==> config.mk <==
export PLATFORM = sky130hd
export DESIGN_NAME = tick_gen_multi
export DESIGN_NICKNAME = d
export VERILOG_FILES = /design/src/rtl/tick_gen_pkg.sv /design/src/rtl/tick_gen_chan.sv /design/src/rtl/tick_gen_multi.sv
export SDC_FILE = /design/constraint.sdc
export NUM_CORES = 1
export LEC_CHECK = 0
export CAP_MARGIN = 20
export CORE_MARGIN = 2
export CORE_UTILIZATION = 55
export DETAILED_ROUTE_END_ITERATION = 8
export PLACE_DENSITY_LB_ADDON = 0.3
export SKIP_LAST_GASP = 1
export SYNTH_ARGS = -nofsm -noshare
export SYNTH_HDL_FRONTEND = slang
export SYNTH_SLANG_ARGS = --single-unit
==> constraint.sdc <==
create_clock -name clk -period 3 [get_ports clk]
set_clock_uncertainty 0.05 [all_clocks]
set_input_delay 0.3 -clock clk [delete_from_list [all_inputs] [get_ports clk]]
set_output_delay 0.3 -clock clk [all_outputs]
set_load 0.01 [all_outputs]
==> src/rtl/tick_gen_pkg.sv <==
// Shared types and helpers for the multi-channel tick generator.
package tick_gen_pkg;

   typedef enum logic [1:0] {
      IDLE = 2'd0,
      RUN  = 2'd1,
      DONE = 2'd2
   } state_t;

   // Channel-select width; a single channel still gets a 1-bit select.
   function automatic int unsigned chw(input int unsigned n);
      return (n <= 1) ? 1 : $clog2(n);
   endfunction

endpackage

==> src/rtl/tick_gen_chan.sv <==
// One tick channel: IDLE/RUN/DONE control, 0..P counter, active/shadow period
// registers and registered tick, square-wave and busy outputs.
module tick_gen_chan
   import tick_gen_pkg::*;
#(
   parameter int unsigned WIDTH        = 32,
   parameter int unsigned RESET_PERIOD = 23999999
) (
   input  logic             clk,
   input  logic             rst_n,
   input  logic             en,
   input  logic             oneshot,
   input  logic             wr_en,
   input  logic [WIDTH-1:0] wr_data,
   output logic             tick,
   output logic             sq,
   output logic             busy
);

   state_t           state, state_n;
   logic [WIDTH-1:0] count, count_n;
   logic [WIDTH-1:0] active, active_n;
   logic [WIDTH-1:0] shadow, shadow_n;
   logic             mode, mode_n;
   logic             tick_n, sq_n, busy_n;

   always_ff @(posedge clk or negedge rst_n) begin
      if (!rst_n) begin
         state  <= IDLE;
         count  <= '0;
         active <= WIDTH'(RESET_PERIOD);
         shadow <= WIDTH'(RESET_PERIOD);
         mode   <= 1'b0;
         tick   <= 1'b0;
         sq     <= 1'b0;
         busy   <= 1'b0;
      end else begin
         state  <= state_n;
         count  <= count_n;
         active <= active_n;
         shadow <= shadow_n;
         mode   <= mode_n;
         tick   <= tick_n;
         sq     <= sq_n;
         busy   <= busy_n;
      end
   end

   always_comb begin
      state_n  = state;
      count_n  = count;
      active_n = active;
      shadow_n = wr_en ? wr_data : shadow;
      mode_n   = mode;
      tick_n   = 1'b0;
      sq_n     = sq;

      unique case (state)
         IDLE: begin
            count_n = '0;
            if (wr_en) active_n = wr_data;
            if (en) begin
               state_n = RUN;
               mode_n  = oneshot;
            end
         end
         RUN: begin
            if (!en) begin
               state_n = IDLE;
               count_n = '0;
               sq_n    = 1'b0;
            end else if (count == active) begin
               // A write landing on the wrap edge bypasses the shadow so it
               // governs the period that starts here.
               tick_n   = 1'b1;
               sq_n     = ~sq;
               count_n  = '0;
               active_n = wr_en ? wr_data : shadow;
               state_n  = mode ? DONE : RUN;
            end else begin
               count_n = count + WIDTH'(1);
            end
         end
         DONE: begin
            count_n = '0;
            if (wr_en) active_n = wr_data;
            if (!en) begin
               state_n = IDLE;
               sq_n    = 1'b0;
            end
         end
         default: begin
            state_n = IDLE;
            count_n = '0;
            sq_n    = 1'b0;
         end
      endcase

      busy_n = (state_n == RUN);
   end

endmodule

==> src/rtl/tick_gen_multi.sv <==
// Multi-channel tick/enable generator: N_CH independent channels sharing one
// period write port.
module tick_gen_multi
   import tick_gen_pkg::*;
#(
   parameter  int unsigned N_CH         = 4,
   parameter  int unsigned WIDTH        = 32,
   parameter  int unsigned RESET_PERIOD = 23999999,
   localparam int unsigned CHW          = chw(N_CH)
) (
   input  logic             clk,
   input  logic             rst_n,
   input  logic [N_CH-1:0]  en,
   input  logic [N_CH-1:0]  oneshot,
   input  logic             wr_en,
   input  logic [CHW-1:0]   wr_ch,
   input  logic [WIDTH-1:0] wr_data,
   output logic [N_CH-1:0]  tick,
   output logic [N_CH-1:0]  sq,
   output logic [N_CH-1:0]  busy
);

   for (genvar i = 0; i < N_CH; i++) begin : g_ch
      // Exact match on an in-range index drops writes to wr_ch >= N_CH.
      localparam logic [CHW-1:0] IDX = CHW'(i);
      logic sel;

      assign sel = wr_en && (wr_ch == IDX);

      tick_gen_chan #(
         .WIDTH        (WIDTH),
         .RESET_PERIOD (RESET_PERIOD)
      ) u_chan (
         .clk     (clk),
         .rst_n   (rst_n),
         .en      (en[i]),
         .oneshot (oneshot[i]),
         .wr_en   (sel),
         .wr_data (wr_data),
         .tick    (tick[i]),
         .sq      (sq[i]),
         .busy    (busy[i])
      );
   end

endmodule

==> results of run 1 <==
[synth_stat cells (all sizes together) (55+ instances only)]
cell and number:
nand4 55, xor2 100, o21ai 99, inv 116, nand2 137, nor2 161, clkbuf 57, or2 97
dfrtp 264, nand3 55, dfstp 144, xnor2 147, o221a 95
[per-stage QoR]
step / util [%] / worst slack [ns] / total power, W / std cells
after floorplan: - / 0.790 / 0.00794 / 1789
after global placement: 58.7 / 0.266 / 0.00856 / 2235
after detailed placement: 58.7 / 0.199 / 0.00864 / 2235
after CTS: 62.9 / 0.349 / 0.0140 / 2318
after global routing: 62.9 / 0.118 / 0.0145 / 2318
final: 62.9 / 0.290 / 0.0139 / 2318
[how the worst max path moves through the flow]
stage | endpoint | slack (ns) | from
detailed placement | g_ch[0].u_chan.active[9] | 0.20 | wr_en
global placement | g_ch[0].u_chan.active[11] | 0.27 | wr_en
CTS | g_ch[3].u_chan.active[16] | 0.35 | g_ch[3].u_chan.active[3]
floorplan | g_ch[1].u_chan.active[11] | 0.79 | g_ch[1].u_chan.active[18]
finish | g_ch[3].u_chan.active[16] | 0.29 | g_ch[3].u_chan.active[3]
global route | g_ch[2].u_chan.count[9] | 0.12 | g_ch[2].u_chan.active[24]
[state kept, by name, indices dropped and copies added (netlist names)]
name,flops
g_ch.u_chan.active,128
g_ch.u_chan.count,128
g_ch.u_chan.shadow,128
g_ch.u_chan.state,8
g_ch.u_chan.busy,4
g_ch.u_chan.mode,4
g_ch.u_chan.sq,4
g_ch.u_chan.tick,4
[routing by layer]
layer / share of wire [%] / wire length [um]
met2: 46 / 21300
met3: 5.9 / 2740
met4: 4.0 / 1830
met1: 44 / 20500
met5: 0 / 0
[kinds of logic (layout without fill, tap and decap cells)]
logic type,after synthesis,count (layout)
compound gates,251,251
xor+xnor,247,247
fa+ha+maj,4,4
buf+inv,219,293
flops,408,408
mux,38,38
simple gates,622,622
[what timing repair did]
action                                 in CTS  in global routing
buffers inserted                            0                  0
hold buffers                                1                  0
endpoints found under the hold margin      18                  0
[where the power goes]
| group | total, W | leakage (nW) | switching (W) | internal (W) |
|---|---|---|---|---|
| Combinational | 0.00157 | 3.21 | 0.000744 | 0.000823 |
| Sequential | 0.00700 | 4.91 | 0.000561 | 0.00644 |
| Clock | 0.00535 | 0.709 | 0.00218 | 0.00317 |
| Total | 0.0139 | 8.83 | 0.00349 | 0.0104 |
[layout make-up]
cell class              instances  share of cell area (%)
inverters                     116                    2.01
clock buffers                  68                    6.01
flip-flops and latches        408                    47.9
repair buffers                 95                    4.37
well taps                     455                    2.63
multi-input cells            1162                    36.5
clock inverters                14                   0.617
==> flow_summary_export.csv, run 1 <==
group,metric,value,unit
outcome,outcome,"finished clean",
die,num_rows,68,
clock_tree,cts_made_buffers,44,
routing,drtPass1Iterations,5,
critical_path,critPathCaptureType,"flip-flop",
synth,synthArstFlopShare,100,%
synth,yosys.area_share.simple,16.5,%
die,die_h,191,um
clock_tree,clockRootBuffer,"clkbuf_16",
clock_tree,cts_resized,0,
critical_path,critPathBufInv,2,
timing,finalMaxSlewViolations,0,
timing,min_period,2.71,ns
grt,grtUsageMet2,40.7,%
synth,ys_seq_area_share,54.2,%
synth,synth_compound_area_share,10.8,%
grt,grt_pass1_vias,13500,
die,boundaryPins,57,
synth,synth_cell_type_count,47,
clock_tree,clockBufferDepth,3,
synth,synth_top_cell_by_area,"dfrtp_1",
worst_hold_path,hold_path_class,"in2async",
timing,timing.hold.ws,0.238,ns
synth,syn_nets,1838,
critical_path,critPathMaxFanout,32,
synth,synth-seq-cells,408,
final_layout,multi_input_area,7900,um^2
routing,totalWireLength,46.3,mm
power_and_ir_drop,powerDensity,642,nW/um^2
synth,synth_edf_count,0,
critical_path,cpLargestDelayFamily,"simple AND/OR/NAND/NOR gates",
routing,drtIter0Drc,893,
timing,rsz0062_at_grt,"no",
clock_tree,clock-sinks,408,
critical_path,cp.required,3.37,ns
timing,finalHoldViolations,0,
grt,grt_max_degree,82,
synth,yosys.area_share.xor_xnor,11.3,%
final_layout,area_delta_synth_final,13.1,%
synth,avgSynthCellArea,10.7,um^2
synth,yosys_most_used_dff,"dfrtp_1",
final_layout,final_common_cell,"dfrtp_1",
final_layout,drive_gt1_share,26.4,%
die,die_w,191,um
placed_design,port_buffers,56,
synth,synth_top_family_by_area,"simple AND/OR/NAND/NOR gates",
timing,timing.fmax,369,MHz
clock_tree,htreeDepth,2,
grt,grt.busiest_layer,"met2",
routing,drc_errors,0,
grt,grt_overflow,0,
placed_design,place_congestion,0.926,
routing,ant_nets,0,
final_layout,fillers,2731,
power_and_ir_drop,peakVddDrop,0.526,mV
die,design.die.area,36400,um^2
synth,synthAdderAreaFrac,0.261,%
final_layout,mostFrequentLayoutCells,"dfrtp_1, nor2_1, xnor2_1, dfstp_2, nand2_1",
critical_path,crit_slowest_cell,"dfstp_2",
synth,synth_area_leaders,"dfrtp_1, dfstp_2, xnor2_1, o221a_2, xor2_1",
critical_path,slowest_delay,0.57,ns
power_and_ir_drop,p_leak,8.83,nW
synth,yosys_warnings,0,
synth,syn_area,19200,um^2
critical_path,crit_cells,8,
placed_design,dpl_cell_area,20200,um^2
critical_path,path_class,"reg2reg",
critical_path,regToRegStartpoint,"g_ch[3].u_chan.active[3]",
grt,use_met1,36.4,%
flow_run,maxCapViolations,0,
die,start_util,55.6,%
timing,worst_pin_slew,0.767,ns
critical_path,r2r_end,"g_ch[3].u_chan.active[16]",
critical_path,worstSetupStartpointType,"flip-flop",
routing,num_vias,13400,
grt,grt_pass1_wl,74.2,mm
final_layout,diodes,0,
grt,track_usage,26.2,%
routing,post_drt_wl_per_cell,20.0,um
critical_path,r2r_cells,8,
final_layout,stdcell_area,21700,um^2
final_layout,register_area,10400,um^2
routing,via_per_inst,5.77,
synth,synth_top_area_share,34.5,%
placed_design,hpwl,32.1,mm
grt,met3_usage,5.17,%
grt,antenna_found_initial,2,
critical_path,crit_arrival,3.08,ns
final_layout,nets,1876,
synth,syn-instance-count,1789,
critical_path,crit_chain,"xnor2_1 > nand4_1 > nor4_1 > buf_4 > and2_0 > nand4_1 > buf_4 > o221a_2",
clock_tree,clkLatencyLatePin,0.55,ns
die,coreArea,34500,um^2
synth,synthMuxAreaShare,2.23,%
clock_tree,clk_pin_slew,0.06,ns
clock_tree,cts_tree,"yes",
timing,final.period_utilization,90.3,%
timing,tns,0,ns
timing,maxSlewHeadroom,48.7,%
critical_path,reg2reg_slack,0.29,ns
timing,setup_viol,0,
Note: power is estimated with default switching activity, not from simulation.
==> inputs of run 2 (changes only) <==
--- a/config.mk
+++ b/config.mk
@@ -6,7 +6,7 @@
 export NUM_CORES = 1
 export LEC_CHECK = 0
 export CAP_MARGIN = 20
-export CORE_MARGIN = 2
+export CORE_MARGIN = 4
 export CORE_UTILIZATION = 55
 export DETAILED_ROUTE_END_ITERATION = 8
 export PLACE_DENSITY_LB_ADDON = 0.3
==> constraint.sdc (replaced) <==
create_clock -name clk -period 3.05 [get_ports clk]
set_clock_uncertainty 0.05 [all_clocks]
set_input_delay 0.305 -clock clk [delete_from_list [all_inputs] [get_ports clk]]
set_output_delay 0.305 -clock clk [all_outputs]
set_load 0.01 [all_outputs]
==> run 2 against run 1 <==
  * Sequential share of layout area decreased by 0.26 points
  * Clock-buffer cell count decreased by 2
  * Die area increased by 4.2%
  * First-iteration DRC count increased by 44%
  * Total power increased by 0.21%
  * Combinational power about the same
  * Design area increased by 0.54%
  * Routed wire length increased by 3.2%
  * Final cell count increased by 0.22%
  * Setup slack got worse by 0.0090 ns
  * Critical endpoint is now g_ch[1].u_chan.active[15]
  * Largest cell class unchanged
  * Highest routed layer unchanged
==> flow_summary_export.csv, run 2 (same netlist as run 1, synthesis figures left out) <==
group,metric,value,unit
outcome,outcome,"finished clean",
die,boundaryPins,57,
critical_path,r2r_end,"g_ch[1].u_chan.active[15]",
grt,grt_pass1_wl,76.7,mm
final_layout,reg_top3,"g_ch.u_chan.active: 128 flops, g_ch.u_chan.count: 128 flops, g_ch.u_chan.shadow: 128 flops",
grt,antenna_found_initial,5,
critical_path,worstSetupStartpointType,"flip-flop",
power_and_ir_drop,powerDensity,640,nW/um^2
power_and_ir_drop,sw_frac_of_total,25.0,%
grt,grt_max_degree,90,
power_and_ir_drop,peakVddDrop,0.494,mV
grt,track_usage,25.1,%
clock_tree,hold_buffers,1,
critical_path,crit_slowest_cell,"nor4_1",
timing,finalHoldViolations,0,
power_and_ir_drop,combPwrFrac,11.2,%
critical_path,critPathCaptureType,"flip-flop",
clock_tree,clockRootBuffer,"clkbuf_16",
routing,drc_errors,0,
critical_path,critPathMaxFanout,21,
timing,finalMaxSlewViolations,0,
timing,min_period,2.77,ns
final_layout,area_delta_synth_final,13.7,%
timing,setup_viol,0,
grt,grt_overflow,0,
final_layout,final_common_cell,"dfrtp_1",
clock_tree,clockBufferDepth,3,
final_layout,mostFrequentLayoutCells,"dfrtp_1, nor2_1, xnor2_1, dfstp_2, nand2_1",
placed_design,place_congestion,0.938,
die,die_h,195,um
final_layout,post-route-util,63.3,%
clock_tree,cts_setup_buffers,0,
critical_path,regToRegStartpoint,"g_ch[1].u_chan.count[27]",
clock_tree,cts_tree,"yes",
routing,totalWireLength,47.9,mm
timing,maxSlewHeadroom,51.4,%
placed_design,port_buffers,56,
critical_path,crit_arrival,3.20,ns
timing,rsz0062_at_grt,"no",
power_and_ir_drop,power.switching,0.00349,W
timing,tns,0,ns
clock_tree,clk_pin_slew,0.06,ns
die,design.die.area,37900,um^2
final_layout,drive_gt1_share,26.8,%
worst_hold_path,hold_path_class,"in2async",
critical_path,r2r_cells,7,
die,coreArea,34500,um^2
clock_tree,cts_resized,0,
power_and_ir_drop,p_leak,8.89,nW
clock_tree,htreeDepth,2,
final_layout,nets,1879,
routing,post_drt_wl_per_cell,20.6,um
critical_path,path_class,"reg2reg",
clock_tree,clkLatencyLatePin,0.55,ns
power_and_ir_drop,seqPwrFrac,49.2,%
timing,worst_pin_slew,0.720,ns
die,num_rows,68,
power_and_ir_drop,p_int,0.0105,W
die,start_util,55.6,%
critical_path,slowest_delay,0.52,ns
routing,ant_nets,0,
routing,drtIter0Drc,1282,
placed_design,hpwl,33.0,mm
grt,grt_pass1_vias,13500,
die,die_w,195,um
clock_tree,clock-sinks,408,
clock_tree,cts_made_buffers,44,
power_and_ir_drop,pwr-share-clk,39.6,%
timing,final.period_utilization,90.8,%
routing,via_per_inst,5.89,
critical_path,reg2reg_slack,0.28,ns
routing,drtPass1Iterations,6,
flow_run,maxCapViolations,0,
timing,timing.fmax,361,MHz
critical_path,crit_chain,"xnor2_1 > nand4_1 > nor4_1 > and2_0 > a31o_2 > buf_12 > o221a_2",
routing,num_vias,13700,
critical_path,cp.required,3.48,ns
==> run 2: power groups by stage <==
stage,registers (W),logic (W),clock network (W)
5_1_grt,0.00694,0.00173,0.00583
3_3_place_gp,0.00692,0.00150,0
6_report,0.00687,0.00156,0.00552
4_1_cts,0.00687,0.00157,0.00560
2_1_floorplan,0.00673,0.00108,0
3_5_place_dp,0.00694,0.00156,0
==> run 2: metal layers <==
metal	wire length (um)	track usage, %	vias to the layer above
met1	20800	36.6	6929
met3	2990	3.99	91
met2	22200	38.4	416
li1	-	-	6238
met5	0	0	-
met4	1810	9.17	0
==> run 2: worst max-delay path by stage <==
stage / from / end / cells past startpoint
detailed placement: wr_en / g_ch[0].u_chan.active[15] / 8
global route: g_ch[1].u_chan.active[3] / g_ch[1].u_chan.active[15] / 7
floorplan: g_ch[1].u_chan.active[18] / g_ch[1].u_chan.active[11] / 8
global placement: wr_en / g_ch[0].u_chan.active[9] / 8
CTS: g_ch[1].u_chan.active[3] / g_ch[1].u_chan.active[15] / 7
finish: g_ch[1].u_chan.count[27] / g_ch[1].u_chan.active[15] / 7
==> run 2: critical path, delay by kind of cell, from the launching register on <==
| kind | cells | cell delay [ns] |
|---|---|---|
| compound gates | 2 | 0.64 |
| xor+xnor | 1 | 0.30 |
| buf+inv | 1 | 0.21 |
| flops | 1 | 0.44 |
| simple gates | 3 | 1.07 |
==> run 2: layout make-up <==
cell class	count	area [um^2]
sequential	408	10400
fill	2666	12700
multi-input combinational	1162	7900
tap	455	569
clock inverter	16	179
timing repair buffer	98	971
clock buffer	66	1350
antenna	2	5.00
inverter	116	435
==> run 2: through the flow <==
step | power, W | std cells | cell area [um^2] | hold WS (ns) | setup slack, ns
after floorplan | 0.00781 | 1789 | 19200 | -0.0406 | 0.840
after global placement | 0.00843 | 2238 | 20300 | 0.292 | 0.423
after detailed placement | 0.00850 | 2238 | 20300 | 0.294 | 0.365
after CTS | 0.0140 | 2321 | 21800 | 0.303 | 0.323
after global routing | 0.0145 | 2321 | 21800 | 0.318 | 0.0723
final | 0.0140 | 2323 | 21800 | 0.298 | 0.281
==> inputs of run 3 (changes only) <==
--- a/config.mk
+++ b/config.mk
@@ -5,7 +5,7 @@
 export SDC_FILE = /design/constraint.sdc
 export NUM_CORES = 1
 export LEC_CHECK = 0
-export CAP_MARGIN = 20
+export CAP_MARGIN = 25
 export CORE_MARGIN = 4
 export CORE_UTILIZATION = 55
 export DETAILED_ROUTE_END_ITERATION = 8
==> results of run 3 <==
The final DEF is identical to that of run 2; final timing and power are the same.
